==> src/rtl/mem_pkg.sv <==
`default_nettype none
// ============================================================================
// Module      : mem_pkg
// Description : Shared types and constants for the burst read path.
//               It holds the FSM state encoding and the read-buffer sizing.
// Revision    : 1.0 - initial release
// ============================================================================
package mem_pkg;

    // Burst reader FSM state encoding, with an explicit 2-bit width
    typedef enum logic [1:0] {
        ST_IDLE  = 2'd0,
        ST_READ  = 2'd1,
        ST_DRAIN = 2'd2,
        ST_DONE  = 2'd3
    } state_t;

    // The read buffer depth must be a power of two, so that the pointers wrap naturally
    localparam int RD_BUF_DEPTH = 2;

    // The counter width must be able to represent the full depth
    // (0..RD_BUF_DEPTH inclusive)
    localparam int RD_BUF_CNT_W = $clog2(RD_BUF_DEPTH + 1);

endpackage : mem_pkg
`default_nettype wire

==> src/rtl/mem_rd_buf.sv <==
`default_nettype none
// ============================================================================
// Module      : mem_rd_buf
// Description : A small synchronous FIFO that holds the words returned by the
//               memory until downstream accepts them. The head word is always
//               presented combinationally.
// Revision    : 1.0 - initial release
// ============================================================================
module mem_rd_buf
    import mem_pkg::*;
#(
    parameter int WORD_SIZE = 4
) (
    input  logic                    clk,
    input  logic                    reset,
    input  logic                    push,
    input  logic [WORD_SIZE-1:0]    push_data,
    input  logic                    pop,
    output logic [RD_BUF_CNT_W-1:0] count,
    output logic [WORD_SIZE-1:0]    head
);

    localparam int                      c_ptr_w = $clog2(RD_BUF_DEPTH);
    localparam logic [RD_BUF_CNT_W-1:0] c_full  = RD_BUF_CNT_W'(RD_BUF_DEPTH);

    logic [WORD_SIZE-1:0]    r_mem [RD_BUF_DEPTH];
    logic [c_ptr_w-1:0]      r_wptr;
    logic [c_ptr_w-1:0]      r_rptr;
    logic [RD_BUF_CNT_W-1:0] r_count;
    logic                    w_pop;
    logic                    w_push;

    // A pop on an empty buffer is ignored. A push into a full buffer is
    // accepted only when a pop frees a slot in the same cycle.
    assign w_pop  = pop && (r_count != '0);
    assign w_push = push && ((r_count != c_full) || w_pop);

    assign count = r_count;
    assign head  = r_mem[r_rptr];

    // Storage, pointers and occupancy; push and pop can both happen in the same cycle
    always_ff @(posedge clk) begin
        if (!reset) begin
            for (int i = 0; i < RD_BUF_DEPTH; i++) begin
                r_mem[i] <= '0;
            end
            r_wptr  <= '0;
            r_rptr  <= '0;
            r_count <= '0;
        end else begin
            if (w_push) begin
                r_mem[r_wptr] <= push_data;
                r_wptr        <= r_wptr + 1'b1;
            end
            if (w_pop) begin
                r_rptr <= r_rptr + 1'b1;
            end
            case ({w_push, w_pop})
                2'b10:   r_count <= r_count + 1'b1;
                2'b01:   r_count <= r_count - 1'b1;
                default: r_count <= r_count;
            endcase
        end
    end

endmodule : mem_rd_buf
`default_nettype wire

==> src/rtl/mem_burst_reader.sv <==
`default_nettype none
// ============================================================================
// Module      : mem_burst_reader
// Description : Accepts a burst command (start address and length) and reads
//               consecutive words from a memory with a 1-cycle read latency.
//               The words are returned on a valid/ready stream through a
//               2-entry buffer. Reads are credit-limited, so that
//               backpressure never overflows the buffer.
// Revision    : 1.0 - initial release
// ============================================================================
module mem_burst_reader
    import mem_pkg::*;
#(
    parameter int WORD_SIZE = 4,
    parameter int ADDR_W    = 4,
    parameter int LEN_W     = 5
) (
    input  logic                 clk,
    input  logic                 reset,
    input  logic                 cmd_valid,
    output logic                 cmd_ready,
    input  logic [ADDR_W-1:0]    cmd_addr,
    input  logic [LEN_W-1:0]     cmd_len,
    output logic                 rd_en,
    output logic [ADDR_W-1:0]    rd_addr,
    input  logic [WORD_SIZE-1:0] rd_data,
    output logic                 out_valid,
    input  logic                 out_ready,
    output logic [WORD_SIZE-1:0] out_data,
    output logic                 busy,
    output logic                 done
);

    localparam int                 c_acc_w = RD_BUF_CNT_W + 1;
    localparam logic [c_acc_w-1:0] c_depth = c_acc_w'(RD_BUF_DEPTH);

    state_t                  r_state;
    state_t                  w_state_nxt;
    logic [ADDR_W-1:0]       r_rd_addr;
    logic [LEN_W-1:0]        r_remain;
    logic                    r_inflight;
    logic [RD_BUF_CNT_W-1:0] w_count;
    logic [WORD_SIZE-1:0]    w_head;
    logic                    w_pop;
    logic [c_acc_w-1:0]      w_committed;
    logic                    w_credit;
    logic                    w_drained;
    logic                    w_cmd_hs;

    // The returned words are parked here. r_inflight marks the cycle in which
    // rd_data carries a word we asked for. Clearing that flag on reset drops
    // any stale returning data.
    mem_rd_buf #(
        .WORD_SIZE (WORD_SIZE)
    ) u_rd_buf (
        .clk       (clk),
        .reset     (reset),
        .push      (r_inflight),
        .push_data (rd_data),
        .pop       (w_pop),
        .count     (w_count),
        .head      (w_head)
    );

    assign out_valid = (w_count != '0);
    assign out_data  = w_head;
    assign w_pop     = out_valid && out_ready;
    assign rd_addr   = r_rd_addr;
    assign w_cmd_hs  = cmd_valid && cmd_ready;

    // w_committed is the buffer occupancy after this edge, counting the
    // word still in flight. A new read is allowed only while that number
    // stays below the depth. The burst has drained once it reaches zero.
    assign w_committed = c_acc_w'(w_count) + c_acc_w'(r_inflight) - c_acc_w'(w_pop);
    assign w_credit    = (w_committed < c_depth);
    assign w_drained   = (w_committed == '0);

    // Next-state logic and the state-decoded outputs
    always_comb begin
        w_state_nxt = r_state;
        cmd_ready   = 1'b0;
        busy        = 1'b0;
        done        = 1'b0;
        rd_en       = 1'b0;
        case (r_state)
            ST_IDLE: begin
                cmd_ready = 1'b1;
                if (cmd_valid) begin
                    w_state_nxt = (cmd_len != '0) ? ST_READ : ST_DONE;
                end
            end
            ST_READ: begin
                busy  = 1'b1;
                rd_en = w_credit;
                // The length is non-zero on entry, so r_remain >= 1 in this state
                if (w_credit && (r_remain == LEN_W'(1))) begin
                    w_state_nxt = ST_DRAIN;
                end
            end
            ST_DRAIN: begin
                busy = 1'b1;
                if (w_drained) begin
                    w_state_nxt = ST_DONE;
                end
            end
            ST_DONE: begin
                done        = 1'b1;
                w_state_nxt = ST_IDLE;
            end
            default: w_state_nxt = ST_IDLE;
        endcase
    end

    // State register, address/length counters and the read-in-flight flag
    always_ff @(posedge clk) begin
        if (!reset) begin
            r_state    <= ST_IDLE;
            r_rd_addr  <= '0;
            r_remain   <= '0;
            r_inflight <= 1'b0;
        end else begin
            r_state    <= w_state_nxt;
            r_inflight <= rd_en;
            if (w_cmd_hs) begin
                r_rd_addr <= cmd_addr;
                r_remain  <= cmd_len;
            end else if (rd_en) begin
                r_rd_addr <= r_rd_addr + 1'b1;
                r_remain  <= r_remain - 1'b1;
            end
        end
    end

endmodule : mem_burst_reader
`default_nettype wire
==> config.mk <==
export PLATFORM = sky130hd
export DESIGN_NAME = mem_burst_reader
export DESIGN_NICKNAME = d
export VERILOG_FILES = /design/src/rtl/mem_pkg.sv /design/src/rtl/mem_rd_buf.sv /design/src/rtl/mem_burst_reader.sv
export SDC_FILE = /design/constraint.sdc
export NUM_CORES = 1
export LEC_CHECK = 0
export CAP_MARGIN = 20
export CORE_ASPECT_RATIO = 0.9
export CORE_MARGIN = 8
export CORE_UTILIZATION = 49
export CTS_CLUSTER_SIZE = 16
export DETAILED_ROUTE_END_ITERATION = 8
export PLACE_DENSITY = 0.78
export SLEW_MARGIN = 40
export SYNTH_ARGS = -nofsm -noshare
export SYNTH_HDL_FRONTEND = slang
export SYNTH_SLANG_ARGS = --single-unit
==> constraint.sdc <==
create_clock -name clk -period 4.4 [get_ports clk]
set_input_delay 1.1 -clock clk [delete_from_list [all_inputs] [get_ports clk]]
set_output_delay 1.1 -clock clk [all_outputs]
set_load 0.02 [all_outputs]
==> run_results.csv, run 1 <==
group,metric,value,unit
yosys,syn_nets,165,
run,max-cap-violations,0,
power_and_ir_drop,p_int,0.5248,mW
power_and_ir_drop,power_frac_clock,12.4,%
timing,rsz0062_at_grt,"no",
floorplanning,dieArea,4636,um^2
drt,totalWireLength,2952,um
power_and_ir_drop,p_comb_share,48.1,%
power_and_ir_drop,vdd_drop_max,282.3,uV
critical_path,cp.arrival,3180,ps
global_routing,grt_pass1_vias,1165,
critical_path,end_kind,"primary output",
drt,via_count,1126,
yosys,synth_area_leader_cell,"dfxtp_1",
clock_tree,cts.hold.buffers_added,0,
clock_tree,clock_path_buffers,2,
clock_tree,clkSinkCount,25,
critical_path,path_max_fanout,2,
placement,io_buffers,29,
critical_path,worstPathCellList,"clkdlybuf4s50_1 -> and2_1 -> ha_1 -> inv_1 -> ha_1 -> inv_1 -> fa_1 -> xnor2_2 -> nand3_2 -> inv_1 -> buf_2",
clock_tree,cts_tree,"built",
min_path,holdCritPathClass,"register to register",
floorplanning,pin_count,30,
timing,tightest_slew,602.8,ps
global_routing,grt.total_usage,13.26,%
yosys,synth_edf_count,8,
timing,setup_tns,0,ps
placement,dpl_cell_area,1694,um^2
timing,max_freq,0.2335,GHz
timing,slew_headroom,59.47,%
yosys,syn_area,1329,um^2
clock_tree,cts_made_buffers,3,
power_and_ir_drop,power_density,503.3,nW/um^2
drt,routed.top_layer,"met4",
power_and_ir_drop,p_switching,0.3404,mW
clock_tree,cts_max_level,1,
clock_tree,clock_latency,320,ps
yosys,ys_top_cells_by_area,"dfxtp_1, edfxtp_1, ha_1, and2_1, o21ai_0",
clock_tree,clk_pin_slew,150,ps
critical_path,path_class,"input pin to primary output",
cells_and_area,fin_nets,203,
floorplanning,start_util,50.00,%
cells_and_area,final_cells,205,
global_routing,grt_overflow,0,
yosys,async_flop_share,0,%
yosys,synth-seq-cells,25,
cells_and_area,synthToLayoutAreaGrowth,29.38,%
drt,via_per_inst,5.493,
power_and_ir_drop,switching_share,39.35,%
cells_and_area,fin_area,1719,um^2
floorplanning,fp-row-count,18,
timing,fin_crit_sh,97.32,%
critical_path,worst_path_most_repeated_cell,"inv_1",
yosys,ys_seq_area_share,43.69,%
cells_and_area,num_antenna_cells,0,
timing,setup_viol,0,
critical_path,required,3300,ps
timing,min_period,4282,ps
floorplanning,fp.coreArea,2658,um^2
timing,maxSlewViolCount,0,
drt,wl_met3,185,um
yosys,ys_types,38,
yosys,synth_top_area_share,25.61,%
floorplanning,die_w,70.89,um
critical_path,start_kind,"input pin",
critical_path,crit_path_top_delay_cell,"clkdlybuf4s50_1",
timing,skew,12.94,ps
timing,finalHoldViolations,0,
placement,gp_congestion,0.8144,
timing,fin_hold_ws,519.1,ps
floorplanning,die_height,65.40,um
critical_path,cpPeakStageDelay,420,ps
drt,firstDrtPassIters,5,
clock_tree,cts-root-buf,"clkbuf_4",
power_and_ir_drop,p_leak,0.6688,nW
drt,m1WireLength,1254,um
global_routing,grt_pass1_wl,4974,um
power_and_ir_drop,p_seq_share,39.5,%
yosys,synth_cells,138,
cells_and_area,final_layout_size_suffix_gt1_share,10.86,%
drt,antenna_left,0,
drt,wl_met2,1476,um
yosys,yosys.cell_count.top_type,"dfxtp_1",
global_routing,antenna_found_initial,0,
yosys,synth.avg_cell_area,9.629,um^2
placement,dpl.hpwl,2382,um
drt,drt_iter0_drc,48,
cells_and_area,utilization,64.69,%
yosys,ys.flop_type,"dfxtp_1",
drt,routedWlPerCell,14.40,um
placement,dp_cells,201,
yosys,synth_warnings,0,
global_routing,grt_max_degree,18,
status,status,"completed",
yosys,yosys-top-cells-count,"dfxtp_1, inv_1, o21ai_0, and2_1, ha_1",
drt,drc,0,
-- worst max-delay path: cells and delay by family --
kind	cells	cell delay, ps
buffers and inverters	5	780
AND/OR/NAND/NOR	2	260
XOR/XNOR	1	200
adder cells (fa/ha/maj)	3	830
-- registers in the layout (all words and copies together) (netlist names), named ones only --
name,count
u_rd_buf.r_mem,8
u_rd_buf.r_rptr,1
r_state,2
u_rd_buf.count,2
r_inflight,1
rd_addr,4
u_rd_buf.r_wptr,1
r_remain,5
-- worst paths after layout --
path,startpoint,to,slack [ps],cells after the start
setup reg to reg,u_rd_buf.count[1],r_remain[4],1280,12
setup / recovery,out_ready,rd_en,120,11
hold / removal,rd_addr[3],rd_addr[3],520,2
hold reg to reg,rd_addr[3],rd_addr[3],520,2
-- placed cells by master, fill, tap and decap left out, types with 2 or more instances in the layout --
cell	instances
nand2_1	8
nand3_1	2
o31ai_1	2
o21ai_0	11
nor2_1	8
clkdlybuf4s50_1	28
and2_1	9
a31oi_1	3
a21oi_1	7
xnor2_1	3
inv_1	11
buf_4	6
mux2_2	4
a311oi_1	2
xor2_1	4
nor3_1	4
or2_2	2
ha_1	9
clkbuf_4	3
nand2b_1	2
edfxtp_1	8
nand4_1	4
dfxtp_1	17
-- power by group through the flow --
stage,Combinational [mW],Sequential (mW),Clock (mW)
5_1_grt,0.457,0.348,0.123
6_report,0.416,0.341,0.107
2_1_floorplan,0.252,0.347,0
3_5_place_dp,0.421,0.346,0
3_3_place_gp,0.404,0.342,0
4_1_cts,0.424,0.341,0.109
-- repair_timing --
action / 4_1_cts / 5_1_grt
pin swaps: 0 / 1
endpoints found under the hold margin: 0 / 0
gates resized for setup: 3 / 1
buffers inserted: 0 / 0
endpoints found under the setup margin: 1 / 1
-- cell type report --
type                    instances  area [um^2]
multi-input cells              99        695.7
flip-flops and latches         25        580.6
well taps                      30        37.54
clock buffers                   3        22.52
fillers                       251        938.4
inverters                      12        45.04
clock inverters                 1        7.507
repair buffers                 35        330.3
-- routing by layer --
layer	GRT usage [%]	vias to the layer above
met5	0	-
met4	6.995	0
met3	4.255	4
met2	23.70	36
met1	13.71	522
li1	-	564
-- cells by family after synthesis --
| group | count (synthesis) | synth area share, % |
|---|---|---|
| buf+inv | 14 | 3.954 |
| compound gates | 30 | 13.65 |
| fa+ha+maj | 10 | 9.981 |
| simple gates | 46 | 18.74 |
| mux | 5 | 4.143 |
| flops | 25 | 43.69 |
| xor+xnor | 8 | 5.838 |
-- stage by stage --
step / worst slack [ps] / total power, mW
floorplan: 520.4 / 0.5987
finish: 118.0 / 0.8652
detailed placement: -315.1 / 0.7672
CTS: 30.94 / 0.8738
global placement: -234.2 / 0.7464
global route: 19.42 / 0.9281
No activity file was read; power rests on OpenSTA's default activity.
==> run 2, diff against run 1 <==
--- a/config.mk
+++ b/config.mk
@@ -7,11 +7,13 @@
 export LEC_CHECK = 0
 export CAP_MARGIN = 20
 export CORE_ASPECT_RATIO = 0.9
-export CORE_MARGIN = 8
-export CORE_UTILIZATION = 49
+export CORE_MARGIN = 2
+export CORE_UTILIZATION = 52
 export CTS_CLUSTER_SIZE = 16
 export DETAILED_ROUTE_END_ITERATION = 8
-export PLACE_DENSITY = 0.78
+export DONT_BUFFER_PORTS = 1
+export PLACE_DENSITY = 0.67
+export REMOVE_ABC_BUFFERS = 1
 export SLEW_MARGIN = 40
 export SYNTH_ARGS = -nofsm -noshare
 export SYNTH_HDL_FRONTEND = slang
==> run 2 against run 1 <==
  * Sequential share of layout area is 8.1 points higher
  * Total power is 13% lower
  * First-iteration DRC count is 67% lower
  * Global-route usage is 4.8 points higher
  * Clock skew is 7.0 ps lower
  * Register-to-register slack worse by 50 ps
  * Non-clock buffer count is 35 lower
  * Fmax is 2.8% higher
  * Critical path depth is 1 lower
  * Largest cell class unchanged
  * Highest routed layer unchanged
==> run_results.csv, run 2 (synthesis results as in run 1) <==
group,metric,value,unit
status,status,"completed",
floorplanning,dieArea,2976,um^2
global_routing,grt_pass1_vias,920,
power_and_ir_drop,vdd_drop_max,352.8,uV
power_and_ir_drop,p_leak,0.5291,nW
power_and_ir_drop,power_density,544.4,nW/um^2
power_and_ir_drop,p_total,0.7547,mW
min_path,holdCritPathClass,"register to register",
clock_tree,cts_resized,0,
drt,drc,0,
placement,io_buffers,0,
floorplanning,start_util,54.32,%
timing,skew,5.907,ps
critical_path,worst_path_most_repeated_cell,"inv_1",
cells_and_area,nFillCells,225,
global_routing,grt_max_degree,18,
drt,antenna_left,0,
clock_tree,clock_latency,320,ps
drt,via_per_inst,5.708,
clock_tree,cts.hold.buffers_added,0,
critical_path,worstPathCellList,"or2_2 -> and2_1 -> ha_1 -> inv_1 -> ha_1 -> inv_1 -> fa_1 -> xnor2_2 -> nand3_2 -> inv_1",
floorplanning,die_w,57.29,um
drt,drt_iter0_drc,16,
global_routing,grt_overflow,0,
timing,setup_tns,0,ps
floorplanning,fp.coreArea,2446,um^2
clock_tree,cts-root-buf,"clkbuf_4",
drt,via_count,959,
timing,setup_viol,0,
critical_path,start_kind,"register",
critical_path,rr_endpoint,"r_state[1]",
critical_path,cp.arrival,3060,ps
critical_path,path_class,"register to primary output",
critical_path,crit_path_top_delay_cell,"dfxtp_1",
timing,min_period,4164,ps
min_path,timing.hold.worst_path_depth,2,
clock_tree,post_cts_buffers,0,
timing,rsz0062_at_grt,"no",
timing,slew_headroom,58.86,%
floorplanning,fp-row-count,17,
cells_and_area,layout.cells.most_common_list,"dfxtp_1, inv_1, o21ai_0",
global_routing,grt.total_usage,18.09,%
critical_path,r2r_slack,1230,ps
critical_path,r2r_start,"u_rd_buf.count[1]",
global_routing,grt_pass1_wl,4146,um
drt,totalWireLength,2471,um
timing,maxSlewViolCount,0,
critical_path,required,3300,ps
min_path,min_from,"r_state[1]",
clock_tree,cts_tree,"built",
critical_path,cpPeakStageDelay,420,ps
clock_tree,cts_max_level,1,
cells_and_area,largest_register_ffs,8,
timing,fin_crit_sh,94.64,%
cells_and_area,synthToLayoutAreaGrowth,4.332,%
clock_tree,cts_made_buffers,3,
timing,finalHoldViolations,0,
critical_path,path_max_fanout,7,
critical_path,reg2reg_depth,11,
floorplanning,die_height,51.96,um
global_routing,antenna_found_initial,0,
cells_and_area,final_common_cell,"dfxtp_1",
placement,gp_congestion,0.7756,
critical_path,end_kind,"primary output",
run,max-cap-violations,0,
cells_and_area,top_register,"u_rd_buf.r_mem",
cells_and_area,num_antenna_cells,0,
clock_tree,clkSinkCount,25,
cells_and_area,final_layout_size_suffix_gt1_share,8.571,%
drt,routedWlPerCell,14.71,um
drt,firstDrtPassIters,4,
min_path,hold-path-endpoint,"r_state[1]",
clock_tree,clk_pin_slew,140,ps
timing,tightest_slew,611.8,ps
placement,dpl.hpwl,1845,um
clock_tree,clock_path_buffers,2,
cells_and_area,fin_nets,168,
floorplanning,pin_count,30,
timing,max_freq,0.2401,GHz
## run 2: power breakdown
part	internal, mW	switching, mW	total (mW)
clock	0.0347	0.0697	0.104
combinational	0.116	0.180	0.296
sequential	0.291	0.0631	0.354
total	0.442	0.313	0.755
## run 2: critical path, delay by kind of cell (launching register included)
kind	cells	cell delay, ps
XOR/XNOR	1	330
adder cells (fa/ha/maj)	3	820
buffers and inverters	3	390
flip-flops	1	420
AND/OR/NAND/NOR	3	770
## run 2: area by class of cell
| type | instances | area [um^2] | share of cell area, % |
|---|---|---|---|
| multi-input combinational | 99 | 695.7 | 50.18 |
| clock buffer | 3 | 22.52 | 1.625 |
| sequential | 25 | 580.6 | 41.88 |
| tap | 28 | 35.03 | 2.527 |
| inverter | 12 | 45.04 | 3.249 |
| clock inverter | 1 | 7.507 | 0.5415 |
## run 2: per-stage QoR
| stage | utilization [%] | hold WS (ps) | instances | area, um^2 | worst slack, ps |
|---|---|---|---|---|---|
| finish | 56.68 | 511.6 | 168 | 1386 | 235.7 |
| global route | 56.68 | 552.7 | 168 | 1386 | 62.36 |
| CTS | 56.68 | 516.1 | 168 | 1386 | 214.5 |
| detailed placement | 55.45 | 492.5 | 164 | 1356 | 332.9 |
| global placement | 55.45 | 485.1 | 164 | 1356 | 440.1 |
| floorplan | - | 467.7 | 136 | 1321 | 520.4 |
## run 2: worst max-delay path by stage
stage	start	end	cells past startpoint	slack [ps]
4_1_cts	u_rd_buf.count[1]	rd_en	10	210
3_5_place_dp	out_ready	rd_en	9	330
2_1_floorplan	out_ready	rd_en	9	520
5_1_grt	u_rd_buf.count[1]	rd_en	10	60
3_3_place_gp	out_ready	rd_en	9	440
6_report	u_rd_buf.count[1]	rd_en	10	240
## run 2: per-layer routing
layer / global-route usage (%) / vias to the layer above / wire (um)
li1: - / 494 / -
met1: 24.49 / 448 / 1161
met2: 29.31 / 15 / 1170
met5: 0 / - / 0
met3: 4.229 / 2 / 123
met4: 4.651 / 0 / 16
